### src/rtl/tape_pkg.sv
// tape_pkg: shared defaults and FSM encoding for the tape memory arbiter
package tape_pkg;
   localparam int AW_DEF  = 25;
   localparam int TMO_DEF = 1023;
   typedef enum logic [2:0] {IDLE, GRANT_W, GRANT_R, WAIT_ACK, DONE} state_t;
endpackage

### src/rtl/tape_mem_arbiter.sv
// tape_mem_arbiter: shares the tape-image SDRAM port between download writes and cassette reads
module tape_mem_arbiter
   import tape_pkg::*;
#(
   parameter int AW         = AW_DEF,
   parameter int TMO_CYCLES = TMO_DEF
) (
   input  logic          clk,
   input  logic          reset_n,
   input  logic          w_req,
   input  logic [AW-1:0] w_addr,
   input  logic [7:0]    w_data,
   output logic          w_ack,
   input  logic          dl_active,
   input  logic          r_req,
   input  logic [AW-1:0] r_addr,
   output logic [7:0]    r_data,
   output logic          r_ack,
   output logic [AW-1:0] tape_end,
   output logic          sd_req,
   output logic          sd_we,
   output logic [AW-1:0] sd_addr,
   output logic [7:0]    sd_din,
   input  logic [7:0]    sd_dout,
   input  logic          sd_ack,
   output logic          err_tmo
);
   localparam int CW = (TMO_CYCLES > 0) ? $clog2(TMO_CYCLES + 1) : 1;
   state_t        state, state_nx;
   logic [AW-1:0] addr_q;
   logic [7:0]    din_q;
   logic          we_q;
   logic [CW-1:0] cnt;
   logic          dl_q;
   logic          dl_rise;
   logic          tmo;
   logic          wait_ack;
   assign dl_rise  = dl_active & ~dl_q;
   assign wait_ack = (state == WAIT_ACK);
   // tmo fires on the last allowed waiting cycle; a simultaneous sd_ack still wins
   assign tmo      = (TMO_CYCLES != 0) && (cnt == CW'(TMO_CYCLES - 1));
   assign sd_req   = (state == GRANT_W) || (state == GRANT_R) || wait_ack;
   assign sd_we    = we_q;
   assign sd_addr  = addr_q;
   assign sd_din   = din_q;
   assign w_ack    = (state == DONE) && we_q;
   assign r_ack    = (state == DONE) && !we_q;
   // next state: W has fixed priority, R is held off during a download; timeouts finish through DONE so the ack still pulses
   always_comb begin
      state_nx = state;
      case (state)
         IDLE:             state_nx = w_req ? GRANT_W : (r_req && !dl_active) ? GRANT_R : IDLE;
         GRANT_W, GRANT_R: state_nx = WAIT_ACK;
         WAIT_ACK:         state_nx = (sd_ack || tmo) ? DONE : WAIT_ACK;
         default:          state_nx = IDLE;
      endcase
   end
   // state register
   always_ff @(posedge clk or negedge reset_n) begin
      if (!reset_n) state <= IDLE;
      else          state <= state_nx;
   end
   // latch the winning request so the SDRAM side only ever sees registered values
   always_ff @(posedge clk or negedge reset_n) begin
      if (!reset_n) begin
         addr_q <= '0;
         din_q  <= '0;
         we_q   <= 1'b0;
      end else if (state_nx == GRANT_W) begin
         addr_q <= w_addr;
         din_q  <= w_data;
         we_q   <= 1'b1;
      end else if (state_nx == GRANT_R) begin
         addr_q <= r_addr;
         we_q   <= 1'b0;
      end
   end
   // count cycles spent waiting for sd_ack
   always_ff @(posedge clk or negedge reset_n) begin
      if (!reset_n) cnt <= '0;
      else          cnt <= wait_ack ? cnt + 1'b1 : '0;
   end
   // capture read data (zero on timeout) and keep the sticky timeout flag
   always_ff @(posedge clk or negedge reset_n) begin
      if (!reset_n) begin
         r_data  <= 8'h00;
         err_tmo <= 1'b0;
      end else begin
         if (wait_ack && !we_q && (sd_ack || tmo)) r_data <= sd_ack ? sd_dout : 8'h00;
         if (dl_rise) err_tmo <= 1'b0;
         if (wait_ack && !sd_ack && tmo) err_tmo <= 1'b1;
      end
   end
   // image length tracking: cleared when a download starts, grows with the highest written address
   always_ff @(posedge clk or negedge reset_n) begin
      if (!reset_n) begin
         tape_end <= '0;
         dl_q     <= 1'b0;
      end else begin
         dl_q <= dl_active;
         if (dl_rise) tape_end <= '0;
         else if (w_ack && dl_active && (addr_q > tape_end)) tape_end <= addr_q;
      end
   end
endmodule
### config.mk
export PLATFORM = sky130hd
export DESIGN_NAME = tape_mem_arbiter
export DESIGN_NICKNAME = d
export VERILOG_FILES = /design/src/rtl/tape_pkg.sv /design/src/rtl/tape_mem_arbiter.sv
export SDC_FILE = /design/constraint.sdc
export NUM_CORES = 1
export LEC_CHECK = 0
export BUFFER_PORTS_ARGS = -buffer_cell sky130_fd_sc_hd__buf_2
export CAP_MARGIN = 10
export CORE_MARGIN = 2
export CORE_UTILIZATION = 45
export DETAILED_ROUTE_END_ITERATION = 8
export HOLD_SLACK_MARGIN = 0.15
export PLACE_DENSITY = 0.72
export SLEW_MARGIN = 20
export SYNTH_ARGS = -nofsm -noshare
export SYNTH_HDL_FRONTEND = slang
export SYNTH_SLANG_ARGS = --single-unit
### constraint.sdc
create_clock -name clk -period 2.7 [get_ports clk]
set_input_delay 0.27 -clock clk [delete_from_list [all_inputs] [get_ports clk]]
set_output_delay 0.27 -clock clk [all_outputs]
set_load 0.01 [all_outputs]
**Yosys cells after proc, flatten, opt, wreduce, memory -nomap -nowiden**

Index checks and enable logic that the tools add are counted.

- Add/subtract/negate cells: 1
- Multipliers: 0
- Divide/modulo/power cells: 0
- Order comparisons: 1
- Equality and inequality tests: 7
- Shift operators: 0
- Mux-type cells: 14
- Bitwise gates (word level): 2
- Reductions and logical operators: 20

Operator list:

| kind | number |
|---|---|
| $mux W25 | 4 |
| $gt A25 B25 Y1 | 1 |
| $add A10 B1 Y10 const B | 1 |
| $eq A10 B10 Y1 const B | 1 |
| $mux W10 | 1 |
| $eq A3 B2 Y1 const B | 3 |
| $logic_and A1 B1 Y1 | 9 |
| $pmux W3 S3 | 1 |
| $mux W8 | 1 |
| $eq A3 B1 Y1 const B | 2 |
| $reduce_bool A2 Y1 | 3 |
| $mux W1 | 4 |
| $mux W2 | 2 |
| $eq A3 B3 Y1 const B | 1 |
| $logic_not A1 Y1 | 3 |
| $logic_not A3 Y1 | 1 |
| $logic_or A1 B1 Y1 | 3 |
| $mux W3 | 1 |
| $reduce_or A2 Y1 | 1 |
| $and A1 B1 Y1 | 1 |
| $not A1 Y1 | 1 |

- Register bits: 82
- Latch bits: 0
- RAM bits: 0
- ROM bits: 0
- Bits of input ports: 72
- Output and inout bits: 71
- Logic and storage cells: 54
- Memories kept: 0

**Depth between registers and ports, before layout**

- Word-level depth: 8
- Mapped depth: 9
- Depth with buffers taken out: 8

**Least setup slack after synthesis**

No wires, ideal clock.

- Path kind: register -> register
- From: register tape_end[14]
- To: register tape_end[10]
- Setup time: 79 ps
- Data arrival time: 2290 ps
- Required time: 2621 ps
- Path slack: 331 ps
- Cell stages (with the launch flop): 10
- Buffers on the path: 1
- Period minus slack after synthesis: 2369 ps
- Cell sequence: dfrtp_1 inv_1 ha_1 nand4_2 nor4_2 o21ai_1 and4b_4 a211oi_4 buf_8 mux2i_1

- Word-level cells in the longest chain between the ends: 3

RTL lines:

| element | RTL line | RTL |
|---|---|---|
| start: declaration | tape_mem_arbiter.sv:19 | `output logic [AW-1:0] tape_end,` |
| start signal: assignment | tape_mem_arbiter.sv:102 | `else if (w_ack && dl_active && (addr_q > tape_end)) tape_end <= addr_q;` |
| $gt A25 B25 Y1 | tape_mem_arbiter.sv:102 |  |
| $logic_and A1 B1 Y1 | tape_mem_arbiter.sv:102 |  |
| $reduce_bool A2 Y1 (no source line) | n/a |  |

Every way passes these cells.
A chain may end at the register's enable or synchronous reset.

**Worst setup path after layout**

- From: register addr_q[14], in the netlist sd_addr[14]
- To: register tape_end[9]

- Word-level cells in the longest chain between the ends: 3

RTL lines:

| element | RTL line | RTL |
|---|---|---|
| start: declaration | tape_mem_arbiter.sv:30 | `logic [AW-1:0] addr_q;` |
| start signal: assignment | tape_mem_arbiter.sv:70 | `addr_q <= w_addr;` |
| start signal: assignment | tape_mem_arbiter.sv:74 | `addr_q <= r_addr;` |
| $gt A25 B25 Y1 | tape_mem_arbiter.sv:102 |  |
| $logic_and A1 B1 Y1 | tape_mem_arbiter.sv:102 |  |
| $reduce_bool A2 Y1 (no source line) | n/a |  |

Every way passes these cells.

==> impl_metrics.yaml <==
placement:
  post-place-ws_ns: 0.226
  placedCellCount: 670
  port_buffers: 142
  placed_area_um2: 5070
  finalWeightedCongestion: 0.811
  dp_hpwl_um: 7390
route:
  drtIter0Drc: 117
  met2_length_um: 5100
  wl_um: 10500
  viasPerCell: 5.03
  wl_met1_um: 4560
  highest_layer: "met4"
  ant_nets: 0
  route.met3.wl_um: 523
  drcViolationCount: 0
  vias: 3618
  drt-pass1-iter-count: 4
  wl_per_cell_um: 14.5
job:
  cap_violations: 0
logic_synthesis:
  synth_edf_count: 0
  netlist-cell-type-count: 37
  synthFlopType: "dfrtp_1"
  async_reset_ff_share_pct: 100
  synth_area_per_cell_um2: 9.85
  synth_fp_nets: 530
  yosys_register_bits: 82
  ys_seq_area_share_pct: 48.3
  synthCells: 431
  synth_warnings: 0
  mappedNetlistArea_um2: 4240
grt:
  grt_max_degree: 52
  overflow: 0
  antenna_found_initial: 0
  grt_pass1_vias: 3635
  track_usage_pct: 21.2
  grt_first_pass_wirelength_um: 17000
cts:
  cts.path.max_buffers: 2
  cts_max_level: 3
  cts_tree: "built"
  root_buffer: "clkbuf_8"
  cts_made_buffers: 9
  clk_pin_slew_ns: 0.08
  cts_setup_buffers: 0
  post_cts_resized: 0
  clk_latency_ns: 0.35
  cts_sinks: 82
timing:
  timing.final.ws_setup_ns: 0.174
  fin_crit_sh_pct: 93.5
  max_freq_ghz: 0.396
  holdWs_ns: 0.170
  final-hold-violation-count: 0
  fin_tns_setup_ns: 0
  rsz0062_at_grt: "false"
  clock_skew_ns: 0.0121
  max_slew_margin_pct: 37.1
  setup_viol: 0
  worstMarginPinSlew_ns: 0.944
  slew_viol_final: 0
  fin_crit_ns: 2.53
die:
  core_area_um2: 9200
  fp.dieW_um: 101
  ios: 143
  row_count: 35
  start_util_pct: 46.1
  die_h_um: 101
  die_area_um2: 10200
worst_setup_path:
  cp-end-kind: "flip-flop"
  cp.required_ns: 2.95
  critPathLaunch: "sd_addr[14]$_DFFE_PN0P_"
  critPathKind: "flip-flop to flip-flop"
  arrival_ns: 2.78
  startpoint_type: "flip-flop"
  r2r-start: "sd_addr[14]$_DFFE_PN0P_"
  rr_worst_depth: 8
  cp_max_fo: 16
final_layout:
  nFillCells: 810
  stdcell_count: 719
  nets: 704
  synthToLayoutAreaGrowth_pct: 31.9
  fin_util_pct: 60.9
  antennaDiodeCount: 0
  fin_area_um2: 5600
  drive_gt1_share_pct: 28.1
power:
  p_per_area_nw_per_um2: 811
  power.leakage_nw: 2.85
  power_mw: 4.54
  ir_drop_mv: 0.473
hold_path:
  min_from: "sd_dout[3]"
  hp-class: "input pin to flip-flop"
  hold_depth: 3
status:
  status: "complete, no violations"
cell usage after synthesis (2+ instances only):
cell,count,area share [%]
nor3_1,2,0.24
clkbuf_1,13,1.1
inv_1,34,3.0
o21ai_1,37,4.4
nand4_2,2,0.59
buf_1,2,0.18
a21o_1,2,0.35
mux2i_1,50,12
and2_1,2,0.29
nand4_1,6,0.88
and3_1,2,0.29
nand3_1,16,1.9
buf_8,2,0.71
dfrtp_1,82,48
o21ai_0,2,0.24
ha_1,27,8.0
nor2b_1,2,0.29
a21oi_1,10,1.2
nor2_1,20,1.8
mux2_1,8,2.1
buf_2,2,0.24
xnor2_1,2,0.41
xor2_1,5,1.0
nand2_1,87,7.7
nor4_1,2,0.29
cells in the final DEF (no fill, tap or decap), types with 2 or more instances in the layout:
| cell type | synthesis | final |
|---|---|---|
| xor2_1 | 5 | 5 |
| o21ai_1 | 37 | 37 |
| a21o_1 | 2 | 2 |
| clkbuf_8 | 0 | 9 |
| nor2b_1 | 2 | 2 |
| xnor2_1 | 2 | 2 |
| nor2_1 | 20 | 20 |
| dlygate4sd3_1 | 0 | 35 |
| and3_1 | 2 | 2 |
| mux2i_1 | 50 | 50 |
| buf_2 | 2 | 141 |
| ha_1 | 27 | 27 |
| clkinv_2 | 0 | 3 |
| buf_4 | 0 | 5 |
| nand3_1 | 16 | 15 |
| nand4_1 | 6 | 6 |
| mux2_1 | 8 | 8 |
| nor4_1 | 2 | 2 |
| nor3_1 | 2 | 2 |
| inv_1 | 34 | 34 |
| nand4_2 | 2 | 2 |
| o21ai_0 | 2 | 2 |
| nand3_2 | 1 | 2 |
| nand2_1 | 87 | 87 |
| buf_12 | 0 | 2 |
| dfrtp_1 | 82 | 82 |
| a21oi_1 | 10 | 10 |
worst max-delay path: stages (launching register included):
cell and delay [ns]:
dfrtp_1 0.41, ha_1 0.32, nand4_2 0.16, nor4_2 0.36
o21ai_1 0.12, and4b_4 0.22, a211oi_4 0.24, buf_4 0.33
mux2i_1 0.26
flip-flops by register name (all words and copies together), names as in the netlist:
signal    cells
sd_we         1
cnt          10
r_data        8
tape_end     25
sd_din        8
sd_addr      25
state         3
err_tmo       1
dl_q          1
what timing repair did:
action                                  in CTS  in global routing
endpoints found under the hold margin       74                  0
endpoints found under the setup margin       0                  0
hold buffers                                35                  0
routing by layer:
layer	vias to the layer above	track usage [%]
met2	102	35.4
li1	1787	-
met4	0	7.90
met3	19	5.13
met1	1710	26.7
met5	-	0
cell type report:
| class | count | area (um2) | area share, % |
|---|---|---|---|
| Clock buffer | 10 | 128 | 2.28 |
| Clock inverter | 4 | 45.0 | 0.805 |
| Inverter | 34 | 128 | 2.28 |
| Multi-Input combinational cell | 295 | 1970 | 35.2 |
| Sequential cell | 82 | 2050 | 36.7 |
| Tap cell | 111 | 139 | 2.48 |
| Timing Repair Buffer | 183 | 1130 | 20.3 |
cells by family after synthesis:
logic type	share of synthesized area, %
and+or+nand+nor	15.8
AOI/OAI and AO/OA	7.16
buffers and inverters	5.40
DFF	48.3
xor gates and xnor gates	1.44
adders and majority gates	7.96
muxes	13.9
path summary, 6_finish.rpt:
check                                     endpoint  slack [ns]
setup reg to reg           tape_end[9]$_DFFE_PN0P_        0.17
setup / recovery           tape_end[9]$_DFFE_PN0P_        0.17
hold reg to reg              sd_din[6]$_DFFE_PN0P_        0.49
hold / removal               r_data[3]$_DFFE_PN0P_        0.17
max in group asynchronous   sd_addr[8]$_DFFE_PN0P_        1.64
min in group asynchronous        sd_we$_DFFE_PN0P_        0.45
power by group:
part	leakage [nW]	switching (mW)	internal (mW)
Sequential	1.07	0.303	1.57
Clock	0.0918	0.417	0.413
Combinational	1.68	1.01	0.830
No activity file was read; power rests on OpenSTA's default activity.
